<file path="src/rtl/ocs_slot_scheduler.sv">
// Slot/reconfiguration timing engine for the OCS controller: waits for stable links,
// sends START, then loops SLOT -> CONFIG -> SYNC, handing messages to the TX framer.
module ocs_slot_scheduler #(
    parameter int unsigned P_CHANNEL_NUM  = 8,
    parameter logic [31:0] P_SLOT_LEN     = 32'h0000_0708,
    parameter logic [31:0] P_CONFIG_DELAY = 32'h0000_007D,
    parameter int unsigned P_LINK_STABLE  = 16,
    parameter int unsigned P_SLOT_ID_W    = 1
) (
    input  logic                     i_clk,
    input  logic                     i_rst,
    input  logic [P_CHANNEL_NUM-1:0] i_link_up,
    output logic                     o_msg_valid,
    input  logic                     i_msg_ready,
    output logic [1:0]               o_msg_type,
    output logic [P_SLOT_ID_W-1:0]   o_msg_slot_id,
    output logic [15:0]              o_msg_seq,
    output logic [P_SLOT_ID_W-1:0]   o_slot_id,
    output logic                     o_slot_active,
    output logic                     o_ocs_config,
    output logic                     o_link_err
);

    typedef enum logic [2:0] {
        S_IDLE,
        S_START,
        S_SLOT,
        S_CONFIG,
        S_SYNC
    } state_t;

    localparam logic [31:0] STABLE_LAST = 32'(P_LINK_STABLE) - 32'd1;
    localparam logic [31:0] SLOT_LAST   = P_SLOT_LEN - 32'd1;
    localparam logic [31:0] CFG_LAST    = P_CONFIG_DELAY - 32'd1;
    localparam logic [1:0]  TYPE_START  = 2'b01;
    localparam logic [1:0]  TYPE_SYNC   = 2'b10;

    state_t                 state_q, state_d;
    logic [31:0]            cnt_q, cnt_d;
    logic [P_SLOT_ID_W-1:0] slot_id_q, slot_id_d;
    logic [15:0]            seq_q, seq_d;
    logic                   link_err_q, link_err_d;
    logic                   all_up;

    assign all_up = &i_link_up;

    always_ff @(posedge i_clk or posedge i_rst) begin
        if (i_rst) begin
            state_q    <= S_IDLE;
            cnt_q      <= '0;
            slot_id_q  <= '0;
            seq_q      <= '0;
            link_err_q <= 1'b0;
        end else begin
            state_q    <= state_d;
            cnt_q      <= cnt_d;
            slot_id_q  <= slot_id_d;
            seq_q      <= seq_d;
            link_err_q <= link_err_d;
        end
    end

    always_comb begin
        state_d    = state_q;
        cnt_d      = cnt_q;
        slot_id_d  = slot_id_q;
        seq_d      = seq_q;
        link_err_d = 1'b0;

        // One shared counter: stable-run in IDLE, slot cycles in SLOT, reconfig cycles in CONFIG.
        unique case (state_q)
            S_IDLE: begin
                if (!all_up) begin
                    cnt_d = '0;
                end else if (cnt_q == STABLE_LAST) begin
                    state_d = S_START;
                    cnt_d   = '0;
                end else begin
                    cnt_d = cnt_q + 32'd1;
                end
            end
            S_START, S_SYNC: begin
                if (i_msg_ready) begin
                    state_d = S_SLOT;
                    cnt_d   = '0;
                end
            end
            S_SLOT: begin
                if (cnt_q == SLOT_LAST) begin
                    state_d   = S_CONFIG;
                    cnt_d     = '0;
                    slot_id_d = slot_id_q + P_SLOT_ID_W'(1);
                    seq_d     = seq_q + 16'd1;
                end else begin
                    cnt_d = cnt_q + 32'd1;
                end
            end
            S_CONFIG: begin
                if (cnt_q == CFG_LAST) begin
                    state_d = S_SYNC;
                    cnt_d   = '0;
                end else begin
                    cnt_d = cnt_q + 32'd1;
                end
            end
            default: begin
                state_d = S_IDLE;
                cnt_d   = '0;
            end
        endcase

        // Link loss overrides everything, including a message handshake in the same cycle.
        if (state_q != S_IDLE && !all_up) begin
            state_d    = S_IDLE;
            cnt_d      = '0;
            slot_id_d  = '0;
            seq_d      = '0;
            link_err_d = 1'b1;
        end
    end

    assign o_msg_valid   = (state_q == S_START) || (state_q == S_SYNC);
    assign o_msg_type    = (state_q == S_START) ? TYPE_START :
                           (state_q == S_SYNC)  ? TYPE_SYNC  : 2'b00;
    assign o_msg_slot_id = (state_q == S_SYNC) ? slot_id_q : '0;
    assign o_msg_seq     = (state_q == S_SYNC) ? seq_q : 16'd0;
    assign o_slot_id     = slot_id_q;
    assign o_slot_active = (state_q == S_SLOT);
    assign o_ocs_config  = (state_q == S_CONFIG);
    assign o_link_err    = link_err_q;

endmodule

</file>
<file path="config.mk">
export PLATFORM = sky130hd
export DESIGN_NAME = ocs_slot_scheduler
export DESIGN_NICKNAME = d
export VERILOG_FILES = /design/src/rtl/ocs_slot_scheduler.sv
export SDC_FILE = /design/constraint.sdc
export NUM_CORES = 1
export LEC_CHECK = 0
export BUFFER_PORTS_ARGS = -buffer_cell sky130_fd_sc_hd__buf_4
export CAP_MARGIN = 20
export CORE_MARGIN = 1.5
export CORE_UTILIZATION = 58
export DETAILED_ROUTE_END_ITERATION = 8
export PLACE_DENSITY = 0.91
export REMOVE_ABC_BUFFERS = 1
export SYNTH_ARGS = -nofsm -noshare
export SYNTH_HDL_FRONTEND = slang
export SYNTH_SLANG_ARGS = --single-unit
export TNS_END_PERCENT = 10
</file>
<file path="constraint.sdc">
create_clock -name i_clk -period 2.74 [get_ports i_clk]
set_input_delay 0 -clock i_clk [delete_from_list [all_inputs] [get_ports i_clk]]
set_output_delay 0 -clock i_clk [all_outputs]
set_load 0.01 [all_outputs]
</file>
==> impl_metrics.toml, run 1 <==
[timing]
fmax_mhz = 410
hold_viol = 0
fin_crit_sh_pct = 89.0
tns_ns = 0
rsz0062_at_grt = "false"
layout_min_cycle_time_ns = 2.44
clock_skew_ns = 0.0122
worstMarginPinSlew_ns = 0.709
finalSetupViolCount = 0
setup_slack_ns = 0.302
holdWs_ns = 0.146
relSlewSlack_pct = 52.6
maxSlewViolCount = 0

[placed_design]
gp_congestion = 0.871
dpl.hpwl_mm = 4.44
pre_cts_slack_ns = 0.338
portBuffers = 34
postPlaceCellArea_um2 = 3370
place_inst = 435

[clocking]
cts_tree = "done"
htree_levels = 2
cts.sinks = 53
post-cts-setup-buffers = 0
clk_latency_ns = 0.31
cts_root_buf = "clkbuf_8"
cts_resized = 0
clk_pin_slew_worst_paths_ns = 0.10
numCtsBuffers = 5
cts.path.max_buffers = 2
hold_buffers = 2

[final_layout]
antennaDiodeCount = 0
nets = 389
final_util_pct = 68.8
layout_common_cells = "53 x dfrtp_1, 50 x nor2_1, 42 x buf_4, 30 x nand2_1, 27 x xor2_1"
mostFrequentLayoutCell = "dfrtp_1"
instances_no_fill = 446
drive_gt1_share_pct = 17.3
final_area_um2 = 3490
syn2layout_area_growth_pct = 15.6

[route]
detail-route-antenna-nets = 0
viasPerCell = 5.66
routed_wl_mm = 6.32
route.detailed.drc = 0
wl_per_cell_um = 14.2
drt_iter0_drc = 117
num_vias = 2524
dr.pass1.iters = 4

[die]
die_x_um = 75.2
row_count = 26
die_area_um2 = 5650
fp.dieH_um = 75.2
core-area_um2 = 5070
ios = 35
start_util_pct = 59.5

[synthesis]
yosysWarnings = 0
ys_ff_latch = 53
synthesis.area_um2 = 3020
ys_types = 41
syn_area_per_cell_um2 = 9.04
postSynthCellCount = 334
ys_seq_area_share_pct = 43.9

[job]
maxCapViolCount = 0

[outcome]
status = "complete, no violations"

[critical_path]
crit_slowest_cell = "dfrtp_1"
endpoint_kind = "flip-flop"
startpoint_type = "flip-flop"
crit_chain = "ha_1 > and4_1 > nand4b_1 > a211oi_1 > o22ai_1 > buf_4 > a21o_1 > a22o_1"
slowest_delay_ns = 0.46
required_ns = 2.95
crit_family = "compound AO/OA/AOI/OAI gates"
worstPathArrival_ns = 2.65
cp.buffers_inverters = 1
path_class = "flip-flop to flip-flop"
r2r_slack_ns = 0.30
path_max_fanout = 9

[worst_hold_path]
hold_class = "input port to flip-flop"

[power_and_ir_drop]
total_power_mw = 1.29
power_density_nw_per_um2 = 369
ir_drop_v = 0.000229
power_leakage_nw = 1.60

[global_routing]
grt_pass1_wl_mm = 10.5
globalRoute.totalOverflow = 0
grtUsageTotal_pct = 24.1
antenna_found_initial = 0
grt_pass1_vias = 2328
grt_max_degree = 35
-- worst reg2reg max path, cell delays in order (launching register included) --
cell	delay, ns
dfrtp_1	0.46
ha_1	0.32
and4_1	0.28
nand4b_1	0.11
a211oi_1	0.30
o22ai_1	0.25
buf_4	0.25
a21o_1	0.15
a22o_1	0.21
-- logic make-up (layout without fill, tap and decap cells) --
group,count (synthesis),after routing,synth area share [%]
buffers and inverters,18,60,2.49
and+or+nand+nor,191,191,34.8
DFF,53,53,43.9
xor gates and xnor gates,36,36,10.4
AOI/OAI and AO/OA,32,32,6.84
muxes,1,1,0.331
adders and majority gates,3,3,1.24
-- Yosys cell counts --
master,number,area share [%]
nand4b_1,1,0.29
nor4_2,3,1.2
mux2i_1,1,0.33
a21o_1,3,0.75
and2_1,22,4.6
nand3_2,2,0.66
o211a_1,1,0.33
nand4_1,15,3.1
clkbuf_1,4,0.50
and4_1,5,1.4
a211oi_2,1,0.41
a21oi_1,8,1.3
nand3_1,20,3.3
o211ai_1,2,0.50
a22o_1,2,0.58
o31ai_1,1,0.25
nor3b_1,2,0.50
dfrtp_1,53,44
nor4_4,2,1.4
buf_2,6,0.99
nor3b_2,1,0.41
o22ai_1,1,0.21
nand2_1,30,3.7
and3_1,11,2.3
nor4_1,4,0.83
or3_1,4,0.83
or2_2,3,0.62
and3_2,1,0.25
inv_1,8,0.99
o21a_1,1,0.25
nor3_1,11,1.8
a211oi_1,1,0.25
o21ai_0,10,1.7
or4_1,1,0.25
xnor2_1,9,2.6
nor2b_1,2,0.41
xor2_1,27,7.8
nand3_4,1,0.58
ha_1,3,1.2
a221o_1,1,0.33
nor2_1,50,6.2
-- power by group --
part | switching [mW] | total [mW] | leakage, nW | internal [mW]
Combinational | 0.0240 | 0.0399 | 0.815 | 0.0160
Clock | 0.274 | 0.459 | 0.0447 | 0.185
Sequential | 0.00471 | 0.789 | 0.740 | 0.784
Total | 0.303 | 1.29 | 1.60 | 0.985
-- path summary, 6_finish.rpt --
check | start | to | cells past startpoint
max | cnt_q[0]$_DFFE_PP0P_ | cnt_q[8]$_DFFE_PP0P_ | 8
min | i_link_up[1] | state_q[1]$_DFFE_PP0P_ | 4
max reg2reg | cnt_q[0]$_DFFE_PP0P_ | cnt_q[8]$_DFFE_PP0P_ | 8
min reg2reg | seq_q[15]$_DFFE_PP0P_ | seq_q[15]$_DFFE_PP0P_ | 2
max in group asynchronous | i_rst | cnt_q[13]$_DFFE_PP0P_ | 4
min in group asynchronous | i_rst | seq_q[9]$_DFFE_PP0P_ | 3
-- cell type report --
type	count	area (µm²)
clock buffer	5	68.8
clock inverter	3	25.0
fill	416	1580
inverter	8	30.0
multi-input combinational	263	1620
sequential	53	1330
tap	70	87.6
timing repair buffer	44	335
-- metal layers --
metal  vias to the layer above  track usage, %  wire length [µm]
met5                         -               0                 0
met4                         0            6.15                53
met3                         8            4.55               324
met2                        79            41.1              3140
met1                      1199            31.8              2800
li1                       1238               -                 -
-- registers in the layout (all words and copies together) (netlist names) --
name	cells
o_slot_id	1
state_q	3
o_link_err	1
seq_q	16
cnt_q	32
No activity file was read; power rests on OpenSTA's default activity.
==> run 2: changes to the inputs <==
Settings changed: BUFFER_PORTS_ARGS -buffer_cell sky130_fd_sc_hd__buf_4 to unset, CORE_UTILIZATION 58 to 63, DONT_BUFFER_PORTS set to 1.
==> impl_metrics.toml, run 2 (same netlist as run 1, synthesis figures left out) <==
[timing]
worstMarginPinSlew_ns = 0.841
setup_slack_ns = 0.362
fin_crit_sh_pct = 86.8
relSlewSlack_pct = 43.7
hold_viol = 0
finalSetupViolCount = 0
maxSlewViolCount = 0
rsz0062_at_grt = "false"
tns_ns = 0
clock_skew_ns = 0.0128
layout_min_cycle_time_ns = 2.38
fmax_mhz = 421

[final_layout]
final_area_um2 = 3230
drive_gt1_share_pct = 9.36
reg_top3 = "cnt_q: 32 flops, seq_q: 16 flops, state_q: 3 flops"
layout_common_cells = "53 x dfrtp_1, 50 x nor2_1, 30 x nand2_1, 27 x xor2_1, 22 x and2_1"
syn2layout_area_growth_pct = 7.08
final_util_pct = 69.4
antennaDiodeCount = 0
nets = 355
mostFrequentLayoutCell = "dfrtp_1"
regMostFlops = "cnt_q"
largest_register_ffs = 32

[placed_design]
postPlaceCellArea_um2 = 3090
gp_congestion = 0.865
dpl.hpwl_mm = 4.29
pre_cts_slack_ns = 0.408
portBuffers = 0

[clocking]
cts.path.max_buffers = 2
cts_root_buf = "clkbuf_8"
numCtsBuffers = 5
cts.sinks = 53
clk_latency_ns = 0.32
post-cts-setup-buffers = 0
hold_buffers = 2
clk_pin_slew_worst_paths_ns = 0.10
cts_resized = 0
htree_levels = 2
cts_tree = "done"

[power_and_ir_drop]
power_leakage_nw = 1.43
ir_drop_v = 0.000237
power_density_nw_per_um2 = 394

[critical_path]
startpoint_type = "flip-flop"
path_max_fanout = 11
worstPathArrival_ns = 2.58
required_ns = 2.95
endpoint_kind = "flip-flop"
path_class = "flip-flop to flip-flop"

[route]
num_vias = 2457
dr.pass1.iters = 4
wl_per_cell_um = 15.1
route.detailed.drc = 0
drt_iter0_drc = 172
detail-route-antenna-nets = 0
viasPerCell = 6.20
routed_wl_mm = 5.97

[global_routing]
grt_pass1_wl_mm = 10.1
grt_pass1_vias = 2344
grtUsageTotal_pct = 24.8
grt_max_degree = 54
globalRoute.totalOverflow = 0
antenna_found_initial = 0

[worst_hold_path]
hold_class = "input port to flip-flop"

[die]
row_count = 25
start_util_pct = 64.8
die_area_um2 = 5220
fp.dieH_um = 72.2
ios = 35
core-area_um2 = 4660
die_x_um = 72.2

[outcome]
status = "complete, no violations"

[job]
maxCapViolCount = 0
run 2: layer usage:
metal	part of all wire [%]	GRT usage (%)
met5	0	0
met4	1.9	10.1
met3	4.2	4.44
met2	48	41.4
met1	46	32.1
run 2: path summary, 6_finish.rpt:
check	start	endpoint	slack, ns	depth (start not counted)
max	cnt_q[0]$_DFFE_PP0P_	cnt_q[8]$_DFFE_PP0P_	0.36	8
min reg2reg	seq_q[2]$_DFFE_PP0P_	seq_q[2]$_DFFE_PP0P_	0.56	2
min	i_link_up[1]	state_q[1]$_DFFE_PP0P_	0.02	3
min in group asynchronous	i_rst	seq_q[4]$_DFFE_PP0P_	0.12	2
max in group asynchronous	i_rst	cnt_q[3]$_DFFE_PP0P_	2.09	3
max reg2reg	cnt_q[0]$_DFFE_PP0P_	cnt_q[8]$_DFFE_PP0P_	0.36	8
run 2: critical path, cell delays in order, from the launching register on:
cell and delay, ns:
dfrtp_1 0.45, ha_1 0.32, and4_1 0.27, nand4b_1 0.11
a211oi_1 0.30, o22ai_1 0.21, buf_4 0.23, a21o_1 0.16
a22o_1 0.21
run 2: area by class of cell:
class / count / area [µm²]
clock inverters: 3 / 25.0
fillers: 351 / 1430
inverters: 8 / 30.0
clock buffers: 5 / 68.8
multi-input cells: 263 / 1620
flip-flops and latches: 53 / 1330
repair buffers: 10 / 92.6
well taps: 54 / 67.6
run 2: power breakdown:
group          switching [mW]  internal [mW]
clock network           0.270          0.185
logic                  0.0211        0.00884
registers             0.00467          0.784
total                   0.296          0.978
run 2: per-stage QoR:
| stage | cells | total power [mW] | hold slack, ns |
|---|---|---|---|
| global placement | 384 | 0.828 | 0.149 |
| finish | 396 | 1.27 | 0.0156 |
| detailed placement | 384 | 0.829 | 0.150 |
| global route | 396 | 1.32 | 0.0254 |
| CTS | 394 | 1.28 | 0.00918 |
| floorplan | 324 | 0.822 | 0.131 |
==> run 3: changes to the inputs <==
Clock period 2.74 ns to 2.2 ns, I/O delays scaled along.
==> impl_metrics.toml, run 3 (same netlist as run 1, synthesis figures left out) <==
[die]
row_count = 25
ios = 35
fp.dieH_um = 72.2
start_util_pct = 64.8
core-area_um2 = 4660
die_area_um2 = 5220
die_x_um = 72.2

[timing]
fin_crit_sh_pct = 102
setup_slack_ns = -0.0490
relSlewSlack_pct = 55.6
clock_skew_ns = 0.0142
finalSetupViolCount = 3
holdWs_ns = 0.0235
maxSlewViolCount = 0
worstMarginPinSlew_ns = 0.665
tns_ns = -0.0884
rsz0062_at_grt = "true"
hold_viol = 0
layout_min_cycle_time_ns = 2.25
fmax_mhz = 445

[final_layout]
layout_common_cells = "53 x dfrtp_1, 49 x nor2_1, 35 x buf_4, 30 x nand2_1, 27 x xor2_1"
final_area_um2 = 3500
antennaDiodeCount = 0
nets = 384
drive_gt1_share_pct = 19.1
syn2layout_area_growth_pct = 15.9
largest_register_ffs = 32
mostFrequentLayoutCell = "dfrtp_1"
regMostFlops = "cnt_q"
instances_no_fill = 425
reg_top3 = "cnt_q: 32 flops, seq_q: 16 flops, state_q: 3 flops"
final_util_pct = 75.1

[critical_path]
crit_chain = "ha_1 > and4_1 > nand4b_1 > a211oi_2 > o22ai_2 > buf_4 > a21o_1 > a22o_1"
crit_slowest_cell = "dfrtp_1"
endpoint_kind = "flip-flop"
slowest_delay_ns = 0.39
required_ns = 2.41
rr_startpoint = "cnt_q[0]$_DFFE_PP0P_"
r2r_slack_ns = -0.05
endpoint = "cnt_q[8]$_DFFE_PP0P_"
startpoint_type = "flip-flop"
cp.buffers_inverters = 1
crit_family = "compound AO/OA/AOI/OAI gates"
reg2reg_to = "cnt_q[8]$_DFFE_PP0P_"
path_class = "flip-flop to flip-flop"
worstPathArrival_ns = 2.46
cp.depth = 8
path_max_fanout = 11
reg2reg_depth = 8
cp-startpoint = "cnt_q[0]$_DFFE_PP0P_"

[route]
detail-route-antenna-nets = 0
route.detailed.drc = 0
wl_per_cell_um = 16.9
viasPerCell = 6.32
drt_iter0_drc = 368
dr.pass1.iters = 5
routed_wl_mm = 7.20
num_vias = 2686

[worst_hold_path]
hold_class = "input port to flip-flop"

[placed_design]
place_inst = 409
dpl.hpwl_mm = 4.78
gp_congestion = 0.964
postPlaceCellArea_um2 = 3290
pre_cts_slack_ns = -0.0477
portBuffers = 0

[clocking]
cts.sinks = 53
cts_root_buf = "clkbuf_8"
clk_latency_ns = 0.32
cts_tree = "done"
clk_pin_slew_worst_paths_ns = 0.10
numCtsBuffers = 5
htree_levels = 2
cts.path.max_buffers = 2

[global_routing]
grt_max_degree = 54
antenna_found_initial = 0
globalRoute.totalOverflow = 0
grt_pass1_vias = 2480
grt_pass1_wl_mm = 11.6
grtUsageTotal_pct = 28.3

[power_and_ir_drop]
total_power_mw = 1.61
ir_drop_v = 0.000354
power_density_nw_per_um2 = 459
power_leakage_nw = 1.59

[job]
maxCapViolCount = 0

[outcome]
status = "finished, violations left"
violations = "negative setup slack"
-- run 3: changes by cell type in the layout (fill, tap and decap cells not counted), sizes merged --
cell  delta
buf     +29
-- run 3: timing repair --
item                       4_1_cts  5_1_grt
hold endpoints to repair        56        0
buffers inserted                 1        4
pin swaps                        1        9
hold buffers                     2        0
gates resized for setup          3        8
setup endpoints to repair       23       27
gates cloned                     0        0
-- run 3: worst min-delay path by stage --
stage,startpoint,end,depth (start not counted)
final,i_msg_ready,cnt_q[7]$_DFFE_PP0P_,4
after global routing,i_msg_ready,cnt_q[10]$_DFFE_PP0P_,4
after CTS,i_msg_ready,cnt_q[7]$_DFFE_PP0P_,4
after detailed placement,i_rst,seq_q[0]$_DFFE_PP0P_,2
after global placement,i_rst,seq_q[0]$_DFFE_PP0P_,2
after floorplan,i_msg_ready,state_q[1]$_DFFE_PP0P_,2
-- run 3: routing by layer --
metal  vias to the layer above  share of wire (%)  routed length [µm]  global-route usage (%)
li1                       1232                  -                   -                       -
met4                         0                2.8                 203                    7.76
met3                        33                4.8                 346                    4.03
met1                      1290                 42                3040                    36.1
met5                         -                  0                   0                       0
met2                       131                 50                3610                    50.4
-- run 3: layout make-up --
type	count	area [µm²]
clock buffers	5	68.8
well taps	54	67.6
clock inverters	3	25.0
repair buffers	39	314
multi-input cells	263	1670
flip-flops and latches	53	1330
inverters	8	30.0
fillers	301	1160
-- run 3: worst min-delay path, cell delays in order --
cell and delay (ns):
nor2_1 0.03, buf_4 0.16, nand2_1 0.07, nand2_1 0.04
-- run 3: power by group --
group | leakage [nW] | internal [mW] | switching, mW
Sequential | 0.740 | 0.977 | 0.00350
Combinational | 0.809 | 0.0123 | 0.0302
Clock | 0.0447 | 0.231 | 0.352
